File: config.mk
export PLATFORM = sky130hd
export DESIGN_NAME = pt_dec
export DESIGN_NICKNAME = d
export VERILOG_FILES = /design/src/rtl/pt_dec.sv
export SDC_FILE = /design/constraint.sdc
export NUM_CORES = 1
export LEC_CHECK = 0
export ABC_AREA = 0
export BUFFER_PORTS_ARGS = -buffer_cell sky130_fd_sc_hd__buf_2
export CAP_MARGIN = 0
export CORE_ASPECT_RATIO = 0.75
export CORE_UTILIZATION = 54
export CTS_CLUSTER_SIZE = 10
export DETAILED_ROUTE_END_ITERATION = 16
export GPL_TIMING_DRIVEN = 0
export PLACE_DENSITY_LB_ADDON = 0.3
export RECOVER_POWER = 50
export SKIP_CTS_REPAIR_TIMING = 1
export SLEW_MARGIN = 10
export SYNTH_ARGS = -nofsm -noshare
export SYNTH_HDL_FRONTEND = slang
export SYNTH_SLANG_ARGS = --single-unit
export TNS_END_PERCENT = 1
File: constraint.sdc
create_clock -name clk -period 2 [get_ports clk]
set_input_delay 0 -clock clk [delete_from_list [all_inputs] [get_ports clk]]
set_output_delay 0 -clock clk [all_outputs]
set_load 0.02 [all_outputs]
File: src/rtl/pt_dec.sv
// PT2262-style receiver: measures on/off-keyed pulse widths and rebuilds the
// 12-codebit (24-bit) word, strobing valid on a clean frame and err on abort.
module pt_dec #(
  parameter int TICK_DIV  = 1,
  parameter int SHORT_MIN = 2,
  parameter int SHORT_MAX = 6,
  parameter int LONG_MIN  = 9,
  parameter int LONG_MAX  = 15,
  parameter int SYNC_MIN  = 64,
  parameter int CW        = 16
) (
  input  logic        clk,
  input  logic        rst,
  input  logic        din,
  output logic [23:0] ad,
  output logic        valid,
  output logic        err,
  output logic        busy
);

  localparam logic [CW-1:0] S_LO = CW'(SHORT_MIN * TICK_DIV);
  localparam logic [CW-1:0] S_HI = CW'(SHORT_MAX * TICK_DIV);
  localparam logic [CW-1:0] L_LO = CW'(LONG_MIN * TICK_DIV);
  localparam logic [CW-1:0] L_HI = CW'(LONG_MAX * TICK_DIV);
  localparam logic [CW-1:0] SYN  = CW'(SYNC_MIN * TICK_DIV);

  typedef enum logic [2:0] {WAIT_GAP, ARMED, HIGH, LOW, SYNC_H, SYNC_L, ERR} state_t;

  state_t        state, state_nx;
  logic          s1, s2, s3;
  logic [CW-1:0] cnt;
  logic [23:0]   sr, dec;
  logic [4:0]    pcnt, pcnt_nx;
  logic          hcls, hcls_nx, busy_nx, shift, load, bad;
  logic          rise, fall, w_s, w_l, tmo;

  assign rise = s2 & ~s3;
  assign fall = ~s2 & s3;
  assign w_s  = (cnt >= S_LO) && (cnt <= S_HI);
  assign w_l  = (cnt >= L_LO) && (cnt <= L_HI);
  assign tmo  = cnt > L_HI;

  // The edge cycle is the first cycle of the new run, so the count restarts at 1
  // and reads the exact run length when the next edge is seen.
  always_ff @(posedge clk or posedge rst) begin
    if (rst) begin
      s1  <= 1'b0;
      s2  <= 1'b0;
      s3  <= 1'b0;
      cnt <= '0;
    end else begin
      s1 <= din;
      s2 <= s1;
      s3 <= s2;
      if (s2 ^ s3)     cnt <= CW'(1);
      else if (~&cnt)  cnt <= cnt + CW'(1);
    end
  end

  // Raw class pair (first,second) -> code {f^s, f}; L,S lands on 11 and is rejected.
  always_comb begin
    dec = '0;
    bad = 1'b0;
    for (int k = 0; k < 12; k++) begin
      dec[2*k+1] = sr[2*k+1] ^ sr[2*k];
      dec[2*k]   = sr[2*k+1];
      bad        = bad | (sr[2*k+1] & ~sr[2*k]);
    end
  end

  always_comb begin
    state_nx = state;
    pcnt_nx  = pcnt;
    hcls_nx  = hcls;
    busy_nx  = busy;
    shift    = 1'b0;
    load     = 1'b0;
    case (state)
      WAIT_GAP: if (!s2 && !s3 && cnt >= SYN) state_nx = ARMED;
      ARMED: if (rise) begin
        state_nx = HIGH;
        busy_nx  = 1'b1;
        pcnt_nx  = '0;
      end
      HIGH: begin
        if (fall) begin
          if (w_s)      begin hcls_nx = 1'b0; state_nx = LOW; end
          else if (w_l) begin hcls_nx = 1'b1; state_nx = LOW; end
          else          state_nx = ERR;
        end else if (tmo) state_nx = ERR;
      end
      LOW: begin
        if (rise) begin
          if (hcls ? w_s : w_l) begin
            shift    = 1'b1;
            pcnt_nx  = pcnt + 5'd1;
            state_nx = (pcnt == 5'd23) ? SYNC_H : HIGH;
          end else state_nx = ERR;
        end else if (tmo) state_nx = ERR;
      end
      SYNC_H: begin
        if (fall)     state_nx = w_s ? SYNC_L : ERR;
        else if (tmo) state_nx = ERR;
      end
      SYNC_L: begin
        if (rise) state_nx = ERR;
        else if (cnt >= SYN) begin
          if (bad) state_nx = ERR;
          else begin
            load     = 1'b1;
            busy_nx  = 1'b0;
            state_nx = ARMED;
          end
        end
      end
      ERR:     state_nx = WAIT_GAP;
      default: state_nx = WAIT_GAP;
    endcase
    if (state_nx == ERR) busy_nx = 1'b0;
  end

  always_ff @(posedge clk or posedge rst) begin
    if (rst) begin
      state <= WAIT_GAP;
      pcnt  <= '0;
      hcls  <= 1'b0;
      sr    <= '0;
      ad    <= '0;
      valid <= 1'b0;
      err   <= 1'b0;
      busy  <= 1'b0;
    end else begin
      state <= state_nx;
      pcnt  <= pcnt_nx;
      hcls  <= hcls_nx;
      busy  <= busy_nx;
      valid <= load;
      err   <= (state_nx == ERR);
      if (shift) sr <= {sr[22:0], hcls};
      if (load)  ad <= dec;
    end
  end

endmodule

# After elaboration in Yosys (flattened, before gate mapping)
# Cells that the tools add are included.
totals:
  regBits: 79
  latchBits: 0
  ramBits: 0
  romBits: 0
  input_bits: 3
  out_inout_bits: 27
  word_cells: 138
  memories: 0
classes:
  n_addsub: 2
  multipliers: 0
  n_div: 0
  order_cmp: 6
  n_eq_ne: 15
  shift: 0
  mux: 37
  bitwise: 52
  n_reduce_logical: 14
op_table:
  columns: ["cell", "n"]
  rows:
  - ["2-to-1 mux 3 bit", 13]
  - ["2-to-1 mux 16 bit", 2]
  - ["one-hot mux 3 bit (6 select lines)", 1]
  - ["adder 16 x 1 -> 16 bit, second input constant", 1]
  - [">= comparator 16 x 2 -> 1 bit, second input constant", 1]
  - [">= comparator 16 x 4 -> 1 bit, second input constant", 1]
  - [">= comparator 16 x 7 -> 1 bit, second input constant", 1]
  - ["greater-than comparator 16 x 4 -> 1 bit, second input constant", 1]
  - ["<= comparator 16 x 3 -> 1 bit, second input constant", 1]
  - ["<= comparator 16 x 4 -> 1 bit, second input constant", 1]
  - ["AND reduction 16 bit", 1]
  - ["2-to-1 mux 1 bit", 15]
  - ["2-to-1 mux 5 bit", 3]
  - ["AND 1 bit", 14]
  - ["inverter 1 bit", 14]
  - ["bitwise XOR 1 bit", 13]
  - ["!= test 3 bit, second input constant", 4]
  - ["OR 1 bit", 11]
  - ["one-hot mux 5 bit (2 select lines)", 1]
  - ["equality test 3 bit, second input constant", 3]
  - ["!= test 2 bit, second input constant", 4]
  - ["equality test 3 x 2 -> 1 bit, second input constant", 2]
  - ["adder 5 x 1 -> 5 bit, second input constant", 1]
  - ["equality test 5 bit, second input constant", 1]
  - ["11 further kinds", 16]

# Depth between registers and ports, before layout
depth:
  depth_word: 20
  mapped_depth: 10
  ltp_nobuf: 8

# Least setup slack after synthesis
# No wires, ideal clock.
synth_timing:
  path_kind: "register -> register"
  startpoint: "register cnt[0]"
  endpoint: "register sr[10]"
  setup_ns: 0.125
  arrival_time_ns: 1.904
  required_ns: 1.875
  path_slack_ns: -0.029
  stages_incl_launch_ff: 9
  path_buffers: 1
  synth_period_minus_slack_ns: 2.029
  cell_sequence: "dfrtp_1 inv_1 ha_1 nor3_1 nor4b_2 or2_1 nand4_4 buf_6 mux2_4"
synth_via:
  elab_chain_cells: 6
  elab_cells_between_ends: 10
  cone_classes: "order compare: 4; mux: 4; reduce/logical: 2"
synth_rtl:
  columns: ["item", "line", "source"]
  rows:
  - ["start, declared", "31", "logic [CW-1:0] cnt;"]
  - ["start signal, assigned", "56", "else if (~&cnt) cnt <= cnt + CW'(1);"]
  - [">= comparator 16 x 4 -> 1 bit, or another cell as far along", "40", "assign w_l = (cnt >= L_LO) && (cnt <= L_HI);"]
  - ["logical AND 1 bit, on equally long branches", "40, 39", null]
  - ["2-to-1 mux 1 bit * (2 in series)", "94", "if (hcls ? w_s : w_l) begin"]
  - ["2-to-1 mux 1 bit *", "93", "if (rise) begin"]
  - ["2-to-1 mux 1 bit *", "78", "case (state)"]
  - ["end signal, assigned", "139", "if (shift) sr <= {sr[22:0], hcls};"]
  - ["end, declared", "32", "logic [23:0] sr, dec;"]
# Mark *: on every way between the ends. The rest lies on a longest branch, timed or not.
# A chain may end at the register's enable or synchronous reset.

# Final worst setup path
layout_timing:
  startpoint: "register sr[4]"
  endpoint: "register ad[2]"
layout_via:
  elab_chain_cells: 16
layout_rtl:
  columns: ["item", "line", "source"]
  rows:
  - ["inverter 1 bit", "67", "bad = bad | (sr[2*k+1] & ~sr[2*k]);"]
  - ["AND 1 bit", "67", null]
  - ["OR 1 bit (10 in series)", "67", null]
  - ["2-to-1 mux 1 bit", "108", "if (bad) state_nx = ERR;"]
  - ["2-to-1 mux 1 bit", "107", "else if (cnt >= SYN) begin"]
  - ["2-to-1 mux 1 bit", "106", "if (rise) state_nx = ERR;"]
  - ["2-to-1 mux 1 bit", "78", null]
  - ["end signal, assigned", "128", "ad <= '0;"]
  - ["end signal, assigned", "140", "if (load) ad <= dec;"]
  - ["end, declared", "15", "output logic [23:0] ad,"]
# No other way between the ends.

==> metrics.md <==
| Metric | Value |
|---|---|
| Largest net degree at the start of global routing | `60` |
| Placer Congestion | `0.891` |
| Final WL | `8.85 mm` |
| Placeable Area | `6830 sq um` |
| Die Area | `7450 sq um` |
| Reg area | `1980 sq um` |
| CTS sink cnt | `79` |
| Setup WS post-layout | `-0.144 ns` |
| Period minus WS final | `2.14 ns` |
| CTS tree | `done` |
| GRT overflow | `0` |
| Synth cell count leaders | `79 x dfrtp_1, 36 x nand2_1, 26 x nor2_1, 22 x inv_1, 20 x ha_1` |
| Met3 Wirelength | `484 microns` |
| WL met2 | `4.14 mm` |
| Critical path data arrival time | `2.40 ns` |
| Synth top area share | `51.5%` |
| Setup crit end kind | `register` |
| EDFF count, synth | `0` |
| Min-delay worst type | `in2reg` |
| Mapped Cells | `358` |
| Root buffer cell | `clkbuf_8` |
| DRC | `0` |
| Leak | `2.20 nW` |
| Syn avg cell area | `10.7 sq um` |
| Ys flop type | `dfrtp_1` |
| Unique masters post-synth | `47` |
| Crit share post-route | `107%` |
| Filler cell count | `495` |
| Nets@finish | `441` |
| Yosys reg bits | `79` |
| Post-synthesis mux area share | `7.86%` |
| Largest family of logic cells by synthesized area | `simple AND/OR/NAND/NOR gates` |
| # setup viols final | `35` |
| XOR/XNOR Fraction of Synth Area | `2.97%` |
| Req. time, crit path | `2.25 ns` |
| Sequential share of the synthesized area | `51.5%` |
| Worst-path clk slew | `0.08 ns` |
| Most common cell in the synthesized netlist | `dfrtp_1` |
| Synth Area in Simple Gates | `18.1%` |
| Ranking of synthesized cells by area | `dfrtp_1 52%, ha_1 6.5%, mux2_2 5.0%` |
| Initial DRC Count | `194` |
| Vias in the first global route | `2499` |
| Largest area contributor in the netlist | `dfrtp_1` |
| Slew headroom | `39.7%` |
| Slew Viols, Final | `0` |
| Area growth from synthesis to layout | `23.5%` |
| Via-to-Cell Ratio | `5.76` |
| First-pass GRT wire length | `12.2 mm` |
| Crit start category | `register` |
| Worst Max-Slew Pin Slew | `0.899 ns` |
| Share of flip-flops with an asynchronous set or reset | `100%` |
| Crit-path max FO | `8` |
| Initial antenna violation count | `0` |
| Fraction of layout cells with a size suffix above 1 | `35.5%` |
| Die X-Extent | `99.3 microns` |
| PD cells | `650 nW/um^2` |
| Total CTS buffers | `9` |
| Adder-cell share of the synthesized area | `6.52%` |
| # rows | `26` |
| Fin Hold WS | `0.287 ns` |
| Clk Latency, worst-skew pair | `0.37 ns` |
| Antenna diodes | `0` |
| Post-route cell area | `4740 sq um` |
| Clock Skew | `0.0101 ns` |
| Failing checks | `negative setup slack` |
| Initial Util | `56.2%` |
| Critical path class | `reg2reg` |
| CTS max path bufs | `2` |
| Highest routing layer actually used | `met4` |
| Cell area after synthesis | `3840 sq um` |
| Multi-input gate area | `1890 sq um` |
| Wl on met1 | `4.00 mm` |
| Hold Vio Cnt, Final | `0` |
| Post-synth net total | `381` |
| H-tree levels | `3` |
| DRT antenna net count | `0` |
| Max Cap Viol | `0` |
| Final Util | `69.4%` |
| YS warnings | `0` |
| TritonRoute pass-1 iters | `5` |
| Buffers added on ports | `29` |
| Synth Area in Compound Gates | `8.25%` |
| Vias post-DR | `2917` |
| Status | `finished with violations` |
| Die height | `75.0 microns` |
| RSZ-0062 raised after global routing | `yes` |
| IO Count | `30` |
| Worst vdd ir | `445 uV` |
| Dpl hpwl | `5.37 mm` |
| WL/cell | `17.5 microns` |
| Highest clock rate | `466 MHz` |
| GR Util All Layers | `21.6%` |
| Placed cell areas | `4120 sq um` |
-- where the power goes --
group	internal (mW)	switching (mW)	total [mW]
Combinational	0.0893	0.147	0.236
Clock	0.603	0.586	1.19
Sequential	1.61	0.0412	1.66
-- registers in the layout, indices dropped and copies added (netlist names) --
name / flops
err: 1
valid: 1
s3: 1
cnt: 16
ad: 24
s1: 1
pcnt: 5
busy: 1
state: 3
hcls: 1
sr: 24
s2: 1
-- cells in the final DEF, fill, tap and decap left out, types with 4 or more instances in the layout --
cell,n
mux2_4,6
o21ai_0,14
o21ai_1,15
and3_1,4
nand3_1,10
clkbuf_1,4
buf_2,34
ha_1,9
mux2_2,17
a21oi_1,7
nor2b_1,4
nor4_4,5
nor2_1,26
clkbuf_8,10
inv_1,15
inv_2,5
nand4_1,4
nor3_1,7
dfrtp_1,75
dfrtp_2,4
buf_4,16
nand2_1,35
xnor2_1,11
ha_2,8
nor3_2,4
-- layer usage --
layer / up-vias / track usage [%]
met5: - / 0
met4: 0 / 6.70
met3: 23 / 4.83
met2: 108 / 31.7
met1: 1425 / 32.1
li1: 1361 / -
-- stage by stage --
| step | power, mW | cells | TNS (ns) | setup WS [ns] |
|---|---|---|---|---|
| final | 3.08 | 506 | -2.68 | -0.144 |
| after global routing | 3.18 | 506 | -7.18 | -0.272 |
| after global placement | 1.83 | 471 | -82.29 | -0.948 |
| after detailed placement | 1.85 | 472 | -10.95 | -0.391 |
| after floorplan | 1.79 | 358 | -1.85 | -0.0234 |
| after CTS | 3.01 | 487 | -12.66 | -0.418 |
-- worst paths after layout --
| check | startpoint | endpoint | slack (ns) | cells after the start |
|---|---|---|---|---|
| setup / recovery | sr[4]$_DFFE_PP0P_ | ad[2]$_DFFE_PP0P_ | -0.14 | 9 |
| hold / removal | din | s1$_DFF_PP0_ | 0.29 | 2 |
| setup reg to reg | sr[4]$_DFFE_PP0P_ | ad[2]$_DFFE_PP0P_ | -0.14 | 9 |
| hold reg to reg | s1$_DFF_PP0_ | s2$_DFF_PP0_ | 0.35 | 0 |
| max in group asynchronous | rst | cnt[3]$_DFFE_PP0P_ | 0.33 | 4 |
| min in group asynchronous | rst | ad[16]$_DFFE_PP0P_ | 0.31 | 3 |
-- kinds of logic (layout without fill, tap and decap cells) --
family	after synthesis	after routing
buffers and inverters	39	103
AOI/OAI and AO/OA	52	52
DFF	79	79
muxes	25	25
and+or+nand+nor	130	130
adders and majority gates	20	20
xor gates and xnor gates	13	13
-- critical path: stages, from the launching register on --
cell and delay (ns):
dfrtp_1 0.37, inv_1 0.08, ha_1 0.25, nor4_4 0.24, nand3_2 0.15, nor3_2 0.20, nand3b_1 0.12, buf_6 0.18
clkbuf_16 0.16, mux2_2 0.26
-- layout make-up --
class	instances	area share, %
timing repair buffer	50	7.47
clock inverter	5	1.24
tap	84	2.22
buffer	16	2.53
clock buffer	10	2.90
multi-input combinational	240	40.0
sequential	79	41.8
inverter	22	1.82
Power figures use the tool's default switching activity.
